==> config.mk <==
export PLATFORM = sky130hd
export DESIGN_NAME = address_generator
export DESIGN_NICKNAME = d
export VERILOG_FILES = /design/src/rtl/nn_pkg.sv /design/src/rtl/address_generator_wrap_counter.sv /design/src/rtl/address_generator.sv
export SDC_FILE = /design/constraint.sdc
export NUM_CORES = 1
export LEC_CHECK = 0
export BUFFER_PORTS_ARGS = -buffer_cell sky130_fd_sc_hd__buf_4
export CORE_ASPECT_RATIO = 1.2
export CORE_UTILIZATION = 35
export DETAILED_ROUTE_END_ITERATION = 6
export SYNTH_ARGS = -nofsm -noshare
export SYNTH_HDL_FRONTEND = slang
export SYNTH_SLANG_ARGS = --single-unit
==> constraint.sdc <==
create_clock -name clk -period 2.7 [get_ports clk]
set_input_delay 0.54 -clock clk [delete_from_list [all_inputs] [get_ports clk]]
set_output_delay 0.54 -clock clk [all_outputs]
set_load 0.01 [all_outputs]
==> src/rtl/nn_pkg.sv <==
//------------------------------------------------------------------------------
// Module   : nn_pkg
// Purpose  : Shared types, defaults and helpers for the neural-network datapath.
// Revision : 1.0 - initial release
//------------------------------------------------------------------------------
`default_nettype none

package nn_pkg;

   localparam int NN_ADDR_W = 8;

   typedef enum logic [1:0] {
      AG_IDLE = 2'd0,
      AG_RUN  = 2'd1,
      AG_BIAS = 2'd2,
      AG_DONE = 2'd3
   } ag_state_t;

   // Bits needed to hold 0..value-1; never less than one bit.
   function automatic int clog2w(input int value);
      int w;
      w = 1;
      while ((w < 31) && ((1 << w) < value))
         w = w + 1;
      return w;
   endfunction

endpackage

`default_nettype wire

==> src/rtl/address_generator_wrap_counter.sv <==
//------------------------------------------------------------------------------
// Module   : wrap_counter
// Purpose  : Modulo-MODULUS up-counter with synchronous clear and wrap pulse.
// Revision : 1.0 - initial release
//------------------------------------------------------------------------------
`default_nettype none

module wrap_counter
   import nn_pkg::*;
#(
   parameter int MODULUS = 4,
   parameter int WIDTH   = clog2w(MODULUS)
) (
   input  logic             clk,
   input  logic             reset,
   input  logic             enable,
   input  logic             clear,
   output logic [WIDTH-1:0] count,
   output logic             wrap
);

   localparam logic [WIDTH-1:0] C_LAST = WIDTH'(MODULUS - 1);

   logic [WIDTH-1:0] r_count;

   always_ff @(posedge clk or negedge reset) begin
      if (!reset)
         r_count <= '0;
      else if (clear)
         r_count <= '0;
      else if (enable)
         r_count <= (r_count == C_LAST) ? '0 : r_count + WIDTH'(1);
   end

   // Pulses on the enabled step that returns the count to zero.
   assign wrap  = enable && !clear && (r_count == C_LAST);
   assign count = r_count;

endmodule

`default_nettype wire

==> src/rtl/address_generator.sv <==
//------------------------------------------------------------------------------
// Module   : address_generator
// Purpose  : Walks every (neuron, input) pair of a layer and issues registered
//            input/weight read addresses. Macro BIAS_FETCH_EN adds a bias fetch
//            after each neuron's last input.
// Revision : 1.0 - initial release
//------------------------------------------------------------------------------
`default_nettype none

module address_generator
   import nn_pkg::*;
#(
   parameter int N_INPUTS    = 4,
   parameter int N_NEURONS   = 3,
   parameter int ADDR_W      = NN_ADDR_W,
   parameter int INPUT_BASE  = 0,
   parameter int WEIGHT_BASE = 0,
   parameter int BIAS_BASE   = 0
) (
   input  logic              clk,
   input  logic              reset,
   input  logic              ag_rst,
   input  logic              ag_read,
   output logic [ADDR_W-1:0] input_addr,
   output logic [ADDR_W-1:0] weight_addr,
   output logic              addr_valid,
   output logic              last_input,
   output logic [ADDR_W-1:0] neuron_idx,
   output logic [ADDR_W-1:0] bias_addr,
   output logic              bias_valid,
   output logic              done
);

   localparam int C_IN_W  = clog2w(N_INPUTS);
   localparam int C_NRN_W = clog2w(N_NEURONS);

   if ((N_INPUTS < 1) || (N_NEURONS < 1) || (ADDR_W < 1) || (ADDR_W > 32) ||
       (INPUT_BASE < 0) || (WEIGHT_BASE < 0) || (BIAS_BASE < 0) ||
       ((longint'(N_NEURONS) * longint'(N_INPUTS) + longint'(WEIGHT_BASE)) >
        (longint'(1) << ADDR_W))) begin : g_param_error
      $error("address_generator: illegal parameter combination");
   end

   ag_state_t r_state;
   ag_state_t w_state_next;

   logic [C_IN_W-1:0]  w_in_cnt;
   logic [C_NRN_W-1:0] w_nrn_cnt;
   logic [ADDR_W-1:0]  r_weight_cnt;
   logic               w_in_wrap;
   logic               w_nrn_wrap;
   logic               w_nrn_enable;
   logic               w_issue;

   logic [ADDR_W-1:0]  r_input_addr;
   logic [ADDR_W-1:0]  r_weight_addr;
   logic [ADDR_W-1:0]  r_neuron_idx;
   logic               r_addr_valid;
   logic               r_last_input;
   logic               r_done;

   assign w_issue = !ag_rst && ag_read && ((r_state == AG_IDLE) || (r_state == AG_RUN));

`ifdef BIAS_FETCH_EN
   logic w_bias_issue;
   assign w_bias_issue = !ag_rst && ag_read && (r_state == AG_BIAS);
   // The neuron index stays on the finished neuron until its bias is fetched.
   assign w_nrn_enable = w_bias_issue;
`else
   assign w_nrn_enable = w_in_wrap;
`endif

   wrap_counter #(
      .MODULUS (N_INPUTS),
      .WIDTH   (C_IN_W)
   ) u_input_cnt (
      .clk     (clk),
      .reset   (reset),
      .enable  (w_issue),
      .clear   (ag_rst),
      .count   (w_in_cnt),
      .wrap    (w_in_wrap)
   );

   wrap_counter #(
      .MODULUS (N_NEURONS),
      .WIDTH   (C_NRN_W)
   ) u_neuron_cnt (
      .clk     (clk),
      .reset   (reset),
      .enable  (w_nrn_enable),
      .clear   (ag_rst),
      .count   (w_nrn_cnt),
      .wrap    (w_nrn_wrap)
   );

   // Row-major weights make the weight address a running count of issued pairs.
   always_ff @(posedge clk or negedge reset) begin
      if (!reset)
         r_weight_cnt <= '0;
      else if (ag_rst)
         r_weight_cnt <= '0;
      else if (w_issue)
         r_weight_cnt <= r_weight_cnt + ADDR_W'(1);
   end

   always_ff @(posedge clk or negedge reset) begin
      if (!reset)
         r_state <= AG_IDLE;
      else
         r_state <= w_state_next;
   end

   always_comb begin
      w_state_next = r_state;
      if (ag_rst) begin
         w_state_next = AG_IDLE;
      end else begin
         case (r_state)
            AG_IDLE, AG_RUN: begin
               if (ag_read) begin
`ifdef BIAS_FETCH_EN
                  w_state_next = w_in_wrap ? AG_BIAS : AG_RUN;
`else
                  w_state_next = w_nrn_wrap ? AG_DONE : AG_RUN;
`endif
               end
            end
            AG_BIAS: begin
`ifdef BIAS_FETCH_EN
               if (ag_read)
                  w_state_next = w_nrn_wrap ? AG_DONE : AG_RUN;
`else
               w_state_next = AG_IDLE;
`endif
            end
            AG_DONE: w_state_next = AG_DONE;
            default: w_state_next = AG_IDLE;
         endcase
      end
   end

   always_ff @(posedge clk or negedge reset) begin
      if (!reset) begin
         r_input_addr  <= '0;
         r_weight_addr <= '0;
         r_neuron_idx  <= '0;
         r_addr_valid  <= 1'b0;
         r_last_input  <= 1'b0;
         r_done        <= 1'b0;
      end else if (ag_rst) begin
         r_input_addr  <= '0;
         r_weight_addr <= '0;
         r_neuron_idx  <= '0;
         r_addr_valid  <= 1'b0;
         r_last_input  <= 1'b0;
         r_done        <= 1'b0;
      end else begin
         r_addr_valid <= w_issue;
         r_last_input <= w_in_wrap;
         r_done       <= (r_state == AG_DONE);
         if (w_issue) begin
            r_input_addr  <= ADDR_W'(INPUT_BASE) + ADDR_W'(w_in_cnt);
            r_weight_addr <= ADDR_W'(WEIGHT_BASE) + r_weight_cnt;
            r_neuron_idx  <= ADDR_W'(w_nrn_cnt);
         end
      end
   end

`ifdef BIAS_FETCH_EN
   logic [ADDR_W-1:0] r_bias_addr;
   logic              r_bias_valid;

   always_ff @(posedge clk or negedge reset) begin
      if (!reset) begin
         r_bias_addr  <= '0;
         r_bias_valid <= 1'b0;
      end else if (ag_rst) begin
         r_bias_addr  <= '0;
         r_bias_valid <= 1'b0;
      end else begin
         r_bias_valid <= w_bias_issue;
         if (w_bias_issue)
            r_bias_addr <= ADDR_W'(BIAS_BASE) + ADDR_W'(w_nrn_cnt);
      end
   end

   assign bias_addr  = r_bias_addr;
   assign bias_valid = r_bias_valid;
`else
   assign bias_addr  = '0;
   assign bias_valid = 1'b0;
`endif

   assign input_addr  = r_input_addr;
   assign weight_addr = r_weight_addr;
   assign neuron_idx  = r_neuron_idx;
   assign addr_valid  = r_addr_valid;
   assign last_input  = r_last_input;
   assign done        = r_done;

endmodule

`default_nettype wire

==> summary.md, run 1 <==
| Metric | Value |
|---|---|
| Fmax | `629 MHz` |
| Die width | `59.4 microns` |
| # diodes | `0` |
| Setup crit start kind | `flip-flop` |
| Initial drt markers | `36` |
| Reg2Reg Depth | `3` |
| Slowest CP cell | `or4_1` |
| Number of global-route vias before repair | `899` |
| Most frequent cell after synthesis | `nand2_1` |
| Cell count after synthesis | `148` |
| Die area | `4210 sq um` |
| Sequential area share after synthesis | `52.4%` |
| Arrival time worst endpoint | `1.79 ns` |
| Max VDD drop | `0.000203 V` |
| Post-DP HPWL | `1650 microns` |
| First-pass GRT wire length | `4100 microns` |
| Final cell count without fillers | `217` |
| Initial Util | `37.5%` |
| Number of synthesized flops with an enable pin | `0` |
| Worst Path Buf+Inv | `0` |
| Worst slew pin tran | `0.601 ns` |
| Site Rows | `24` |
| Area of the mapped netlist | `1380 sq um` |
| Cts bufs inserted | `5` |
| Max Cap Violations | `0` |
| DRC errors left | `0` |
| Fin crit share | `58.9%` |
| GR Util All Layers | `13.5%` |
| Setup repair bufs after CTS | `0` |
| Via density | `4.43` |
| Place WS | `0.985 ns` |
| Skew final | `0.00374 ns` |
| Per-cell routed wire length | `11.2 microns` |
| Final estimated routing congestion in global placement | `0.737` |
| Post-synth top cells | `35 x nand2_1, 29 x dfrtp_1, 23 x a21oi_1` |
| Final Core Density | `41.8%` |
| IO Pins | `40` |
| Initial antenna violation count | `0` |
| Setup ws final | `1.11 ns` |
| Final setup viols | `0` |
| Crit path largest cell delay | `0.58 ns` |
| Core footprint | `3690 sq um` |
| Hold Crit Class | `primary input to asynchronous set/reset pin` |
| Post-CTS sizing | `0` |
| Reg clk slew, reported paths | `0.06 ns` |
| Seq cells post-synth | `29` |
| Critical path peak fanout | `11` |
| Insertion delay to the later sink of the worst-skew pair | `0.28 ns` |
| Crit path max-delay family | `simple AND/OR/NAND/NOR gates` |
| Most used DFF post-synth | `dfrtp_1` |
| WP depth | `3` |
| Die Height | `70.9 microns` |
| RSZ-0062 raised after global routing | `false` |
| CTS Hold Bufs | `0` |
| Nets@finish | `170` |
| Share of layout cells above drive strength 1 | `18.8%` |
| Total number of vias | `962` |
| TNS Setup | `0 ns` |
| Longest Clk Path Bufs | `2` |
| Setup slack, reg-to-reg | `1.11 ns` |
| Relative slew slack | `59.9%` |
| Buffers on Ports | `18` |
| Yosys top cell by area | `dfrtp_1` |
| Tmin final | `1.59 ns` |
| Clock tree from TritonCTS | `done` |
| Reg2reg end | `r_weight_cnt[7]$_DFFE_PN0P_` |
| R2r startpoint | `r_state[1]$_DFFE_PN0P_` |
| DRT antenna net count | `0` |
| Total gr overflow | `0` |
| Crit Path Class | `flip-flop to flip-flop` |
| Synth area leaders | `dfrtp_1 52%, buf_4 11%, nand2_1 9.5%` |
| Crit path cell chain | `nand3b_1 > or4_1 > a21oi_1` |
| Max Slew Vio Count | `0` |
| H-tree levels | `2` |
| Clock sink total | `29` |
| Status | `finished clean` |
| Clock root cell | `clkbuf_8` |
| TritonRoute pass-1 iters | `4` |
| Post-Route WL | `2430 microns` |
| Post-synth ARST share | `100%` |
| Total power | `0.850 mW` |
| Static Leakage | `0.716 nW` |
| Power per Cell Area | `550 nW/um^2` |
| Syn avg cell area | `9.35 sq um` |
| Area Growth Syn to Fin | `11.6%` |
| Syn. warnings | `0` |
| Synth top area share | `52.4%` |
| Worst path required time | `2.90 ns` |
| Critical path capture point type | `flip-flop` |
| Hold Fails Final Rpt | `0` |
| Pin count of the biggest net entering global routing | `30` |
| Cell variety after synth | `22` |
| Placed insts | `209` |
## cell type report
class / count / area, sq um
Tap cell: 52 / 65.1
Clock buffer: 6 / 72.6
Timing Repair Buffer: 18 / 135
Fill cell: 381 / 2150
Sequential cell: 29 / 726
Multi-Input combinational cell: 110 / 536
Clock inverter: 2 / 10.0
## worst register-to-register path, delay by kind of cell (launching register included)
family / cells / cell delay (ns)
simple gates: 2 / 0.94
flops: 1 / 0.42
compound gates: 1 / 0.16
## kinds of logic (layout without fill, tap and decap cells)
logic type | after synthesis | after routing | share of synthesized area [%]
AND/OR/NAND/NOR | 57 | 57 | 19.4
flip-flops | 29 | 29 | 52.4
buffers and inverters | 29 | 26 | 14.3
AO/OA/AOI/OAI | 28 | 28 | 10.5
adder cells (fa/ha/maj) | 2 | 2 | 1.81
XOR/XNOR | 2 | 2 | 1.27
other | 1 | 21 | 0.271
## per-layer routing
layer | vias to the layer above | part of all wire [%] | global-route usage, %
met3 | 7 | 3.4 | 2.74
li1 | 477 | - | -
met1 | 452 | 43 | 14.8
met5 | - | 0 | 0
met4 | 0 | 3.3 | 11.1
met2 | 26 | 50 | 21.7
## metrics by stage
step	instance area (sq um)	hold WS, ns
after floorplan	1460	0.244
after global placement	1460	0.478
after detailed placement	1460	0.485
after CTS	1540	0.182
after global routing	1540	0.188
final	1540	0.175
## worst max path at each step
stage / startpoint / end
floorplan: ag_read / r_weight_cnt[6]$_DFFE_PN0P_
global placement: ag_read / r_weight_cnt[7]$_DFFE_PN0P_
detailed placement: ag_read / r_weight_cnt[7]$_DFFE_PN0P_
CTS: r_state[1]$_DFFE_PN0P_ / r_weight_cnt[7]$_DFFE_PN0P_
global route: r_state[1]$_DFFE_PN0P_ / r_weight_cnt[6]$_DFFE_PN0P_
finish: r_state[1]$_DFFE_PN0P_ / r_weight_cnt[7]$_DFFE_PN0P_
## where the power goes
part | leakage, nW | internal, mW | total [mW] | switching [mW]
clock | 0.0450 | 0.178 | 0.335 | 0.157
sequential | 0.399 | 0.444 | 0.453 | 0.00842
combinational | 0.272 | 0.0161 | 0.0621 | 0.0461
## flip-flops by register name, summed over array words and instances (netlist names), 2 cells and up
name / count
input_addr: 2
neuron_idx: 2
r_state: 2
u_neuron_cnt.count: 2
weight_addr: 8
u_input_cnt.count: 2
r_weight_cnt: 8
## placed cells by master, fill, tap and decap left out
master,netlist,layout
a21oi_1,23,23
nor2_1,7,7
nand4_1,1,1
dfrtp_1,29,29
o21ai_0,3,3
xnor2_1,1,1
and2b_2,1,1
nand2_1,35,35
xor2_1,1,1
ha_1,2,2
nand3b_1,3,3
or4_1,2,2
or3_2,3,3
clkbuf_1,5,1
nand2b_1,1,1
clkbuf_8,0,5
o31ai_1,2,2
or3_1,2,2
clkinv_2,0,2
buf_4,21,18
or3b_2,2,2
conb_1,1,21
Power figures use the tool's default switching activity.
==> inputs of run 2 (changes only) <==
==> constraint.sdc (replaced) <==
create_clock -name clk -period 1.5 [get_ports clk]
set_input_delay 0.3 -clock clk [delete_from_list [all_inputs] [get_ports clk]]
set_output_delay 0.3 -clock clk [all_outputs]
set_load 0.01 [all_outputs]
==> summary.md, run 2 (same netlist as run 1, synthesis figures left out) <==
| Metric | Value |
|---|---|
| Number of global-route vias before repair | `920 (+2.3%)` |
| Share of layout cells above drive strength 1 | `22.7% (+3.9 points)` |
| Insertion delay to the later sink of the worst-skew pair | `0.27 ns (about the same)` |
| Slowest CP cell | `or4_1` |
| Site Rows | `24 (unchanged)` |
| Met2 routed WL | `1250 microns (+2.3%)` |
| Static Leakage | `0.743 nW (+3.8%)` |
| DRT antenna net count | `0 (unchanged)` |
| Arrival time worst endpoint | `1.62 ns (-0.17 ns)` |
| P_int | `1.16 mW (+81%)` |
| IO Pins | `40 (unchanged)` |
| Critical path capture point type | `flip-flop` |
| Initial drt markers | `50 (+39%)` |
| Die Height | `70.9 microns (unchanged)` |
| Skew final | `0.00267 ns (-0.00108 ns)` |
| Final setup viols | `0 (unchanged)` |
| Crit path largest cell delay | `0.48 ns (-0.10 ns)` |
| Clock Power Share | `39.0% (-0.4 points)` |
| H-tree levels | `2 (unchanged)` |
| Critical path peak fanout | `5 (-6)` |
| Max VDD drop | `0.000442 V (+120%)` |
| Combinational power share | `7.9% (+0.6 points)` |
| TritonRoute pass-1 iters | `4 (unchanged)` |
| Max Cap Violations | `0 (unchanged)` |
| Per-cell routed wire length | `11.0 microns (-1.7%)` |
| Total number of vias | `1012 (+5.2%)` |
| DRC errors left | `0 (unchanged)` |
| Crit path max-delay family | `simple AND/OR/NAND/NOR gates` |
| Fmax | `706 MHz (+12%)` |
| Clock tree from TritonCTS | `done` |
| Top Layer Used | `met4` |
| Die width | `59.4 microns (unchanged)` |
| Hold Fails Final Rpt | `0 (unchanged)` |
| Buffers on Ports | `18 (unchanged)` |
| Initial antenna violation count | `0 (unchanged)` |
| Tmin final | `1.42 ns (-0.174 ns)` |
| # diodes | `0 (unchanged)` |
| Crit Path Class | `flip-flop to flip-flop` |
| Pin count of the biggest net entering global routing | `30 (unchanged)` |
| TNS Setup | `0 ns (unchanged)` |
| Core footprint | `3690 sq um (unchanged)` |
| Setup crit start kind | `flip-flop` |
| Worst Path Buf+Inv | `0 (unchanged)` |
| Nets@finish | `177 (+4.1%)` |
| Area Growth Syn to Fin | `16.5%` |
| Clock sink total | `29 (unchanged)` |
| Crit path cell chain | `ha_1 > nand2_1 > or4_1 > a21oi_1` |
| Flop pwr share | `53.1% (-0.2 points)` |
| Psw | `0.380 mW (+79%)` |
| Total power | `1.54 mW (+81%)` |
| Status | `finished clean` |
| First-pass GRT wire length | `4170 microns (+1.9%)` |
| Power per Cell Area | `953 nW/um^2 (+73%)` |
| Via density | `4.52 (+1.9%)` |
| Post-DP HPWL | `1630 microns (-1.2%)` |
| Hold Crit Class | `primary input to flip-flop` |
| Met1 Wirelength | `1070 microns (+2.8%)` |
| Die area | `4210 sq um (unchanged)` |
| Reg clk slew, reported paths | `0.06 ns (about the same)` |
| Final estimated routing congestion in global placement | `0.796 (+8.0%)` |
| Post-Route WL | `2460 microns (+1.5%)` |
| Cts bufs inserted | `5 (unchanged)` |
| GR Util All Layers | `13.2% (-0.21 points)` |
| Fin crit share | `94.4% (+35 points)` |
| Commonest non-fill, non-tap cell in the layout | `nand2_1` |
| Max Slew Vio Count | `0 (unchanged)` |
| Worst path required time | `1.70 ns (-1.20 ns)` |
| Switch share | `24.7% (-0.17 points)` |
| Total gr overflow | `0 (unchanged)` |
| Met3 routed WL | `121 microns (+48%)` |
| RSZ-0062 raised after global routing | `false` |
| Clock root cell | `clkbuf_8` |
| Longest Clk Path Bufs | `2 (unchanged)` |
| Commonest non-fill, non-tap cells in the layout | `35 x nand2_1, 28 x dfrtp_1, 23 x buf_4` |
| Initial Util | `37.5% (unchanged)` |
[run 2: worst paths after layout]
path | depth (start not counted) | endpoint | startpoint | slack [ns]
worst max-delay path | 4 | r_weight_cnt[6]$_DFFE_PN0P_ | r_weight_cnt[1]$_DFFE_PN0P_ | 0.08
worst min-delay path | 2 | r_state[1]$_DFFE_PN0P_ | ag_rst | 0.40
worst max register to register | 4 | r_weight_cnt[6]$_DFFE_PN0P_ | r_weight_cnt[1]$_DFFE_PN0P_ | 0.08
worst min register to register | 2 | r_state[0]$_DFFE_PN0P_ | r_state[0]$_DFFE_PN0P_ | 0.50
max in group asynchronous | 2 | r_weight_cnt[0]$_DFFE_PN0P_ | reset | 0.72
min in group asynchronous | 2 | r_weight_cnt[6]$_DFFE_PN0P_ | reset | 0.49
[run 2: layer usage]
metal | up-vias | track usage [%]
met4 | 0 | 6.61
met2 | 31 | 20.8
met5 | - | 0
met3 | 2 | 4.94
met1 | 483 | 15.6
li1 | 496 | -
[run 2: stage by stage]
| step | utilization [%] | std cells | hold slack [ns] | area, sq um | setup slack, ns |
|---|---|---|---|---|---|
| 3_3_place_gp | 40.2 | 212 | 0.237 | 1480 | 0.0456 |
| 4_1_cts | 42.7 | 221 | 0.391 | 1580 | 0.0134 |
| 3_5_place_dp | 40.2 | 212 | 0.246 | 1480 | 0.0296 |
| 2_1_floorplan | - | 168 | 0.00441 | 1460 | 0.104 |
| 6_report | 43.6 | 224 | 0.397 | 1610 | 0.0845 |
| 5_1_grt | 43.6 | 224 | 0.410 | 1610 | 0.0126 |
[run 2: worst register-to-register path, stage by stage, from the launching register on]
cell and delay (ns):
dfrtp_1 0.41, ha_1 0.19, nand2_1 0.11, or4_1 0.48
a21oi_1 0.15
[run 2: cell type report]
cell class                 instances  area, sq um
timing repair buffer              24          183
clock inverter                     2         10.0
clock buffer                       6         72.6
tap                               52         65.1
fill                             370         2080
sequential                        29          727
multi-input combinational        111          554
[run 2: power by group through the flow]
| stage | Combinational (mW) | Sequential [mW] | Clock, mW |
|---|---|---|---|
| finish | 0.122 | 0.816 | 0.598 |
| global route | 0.140 | 0.817 | 0.661 |
| global placement | 0.115 | 0.827 | 0 |
| CTS | 0.119 | 0.814 | 0.615 |
| detailed placement | 0.116 | 0.829 | 0 |
| floorplan | 0.113 | 0.829 | 0 |
[run 2: what timing repair did]
item                                    in CTS  in global routing
hold buffers                                 1                  0
endpoints found under the setup margin       0                  6
hold endpoints to repair                    29                  0
setup buffers                                0                  2
resized for setup                            0                  5
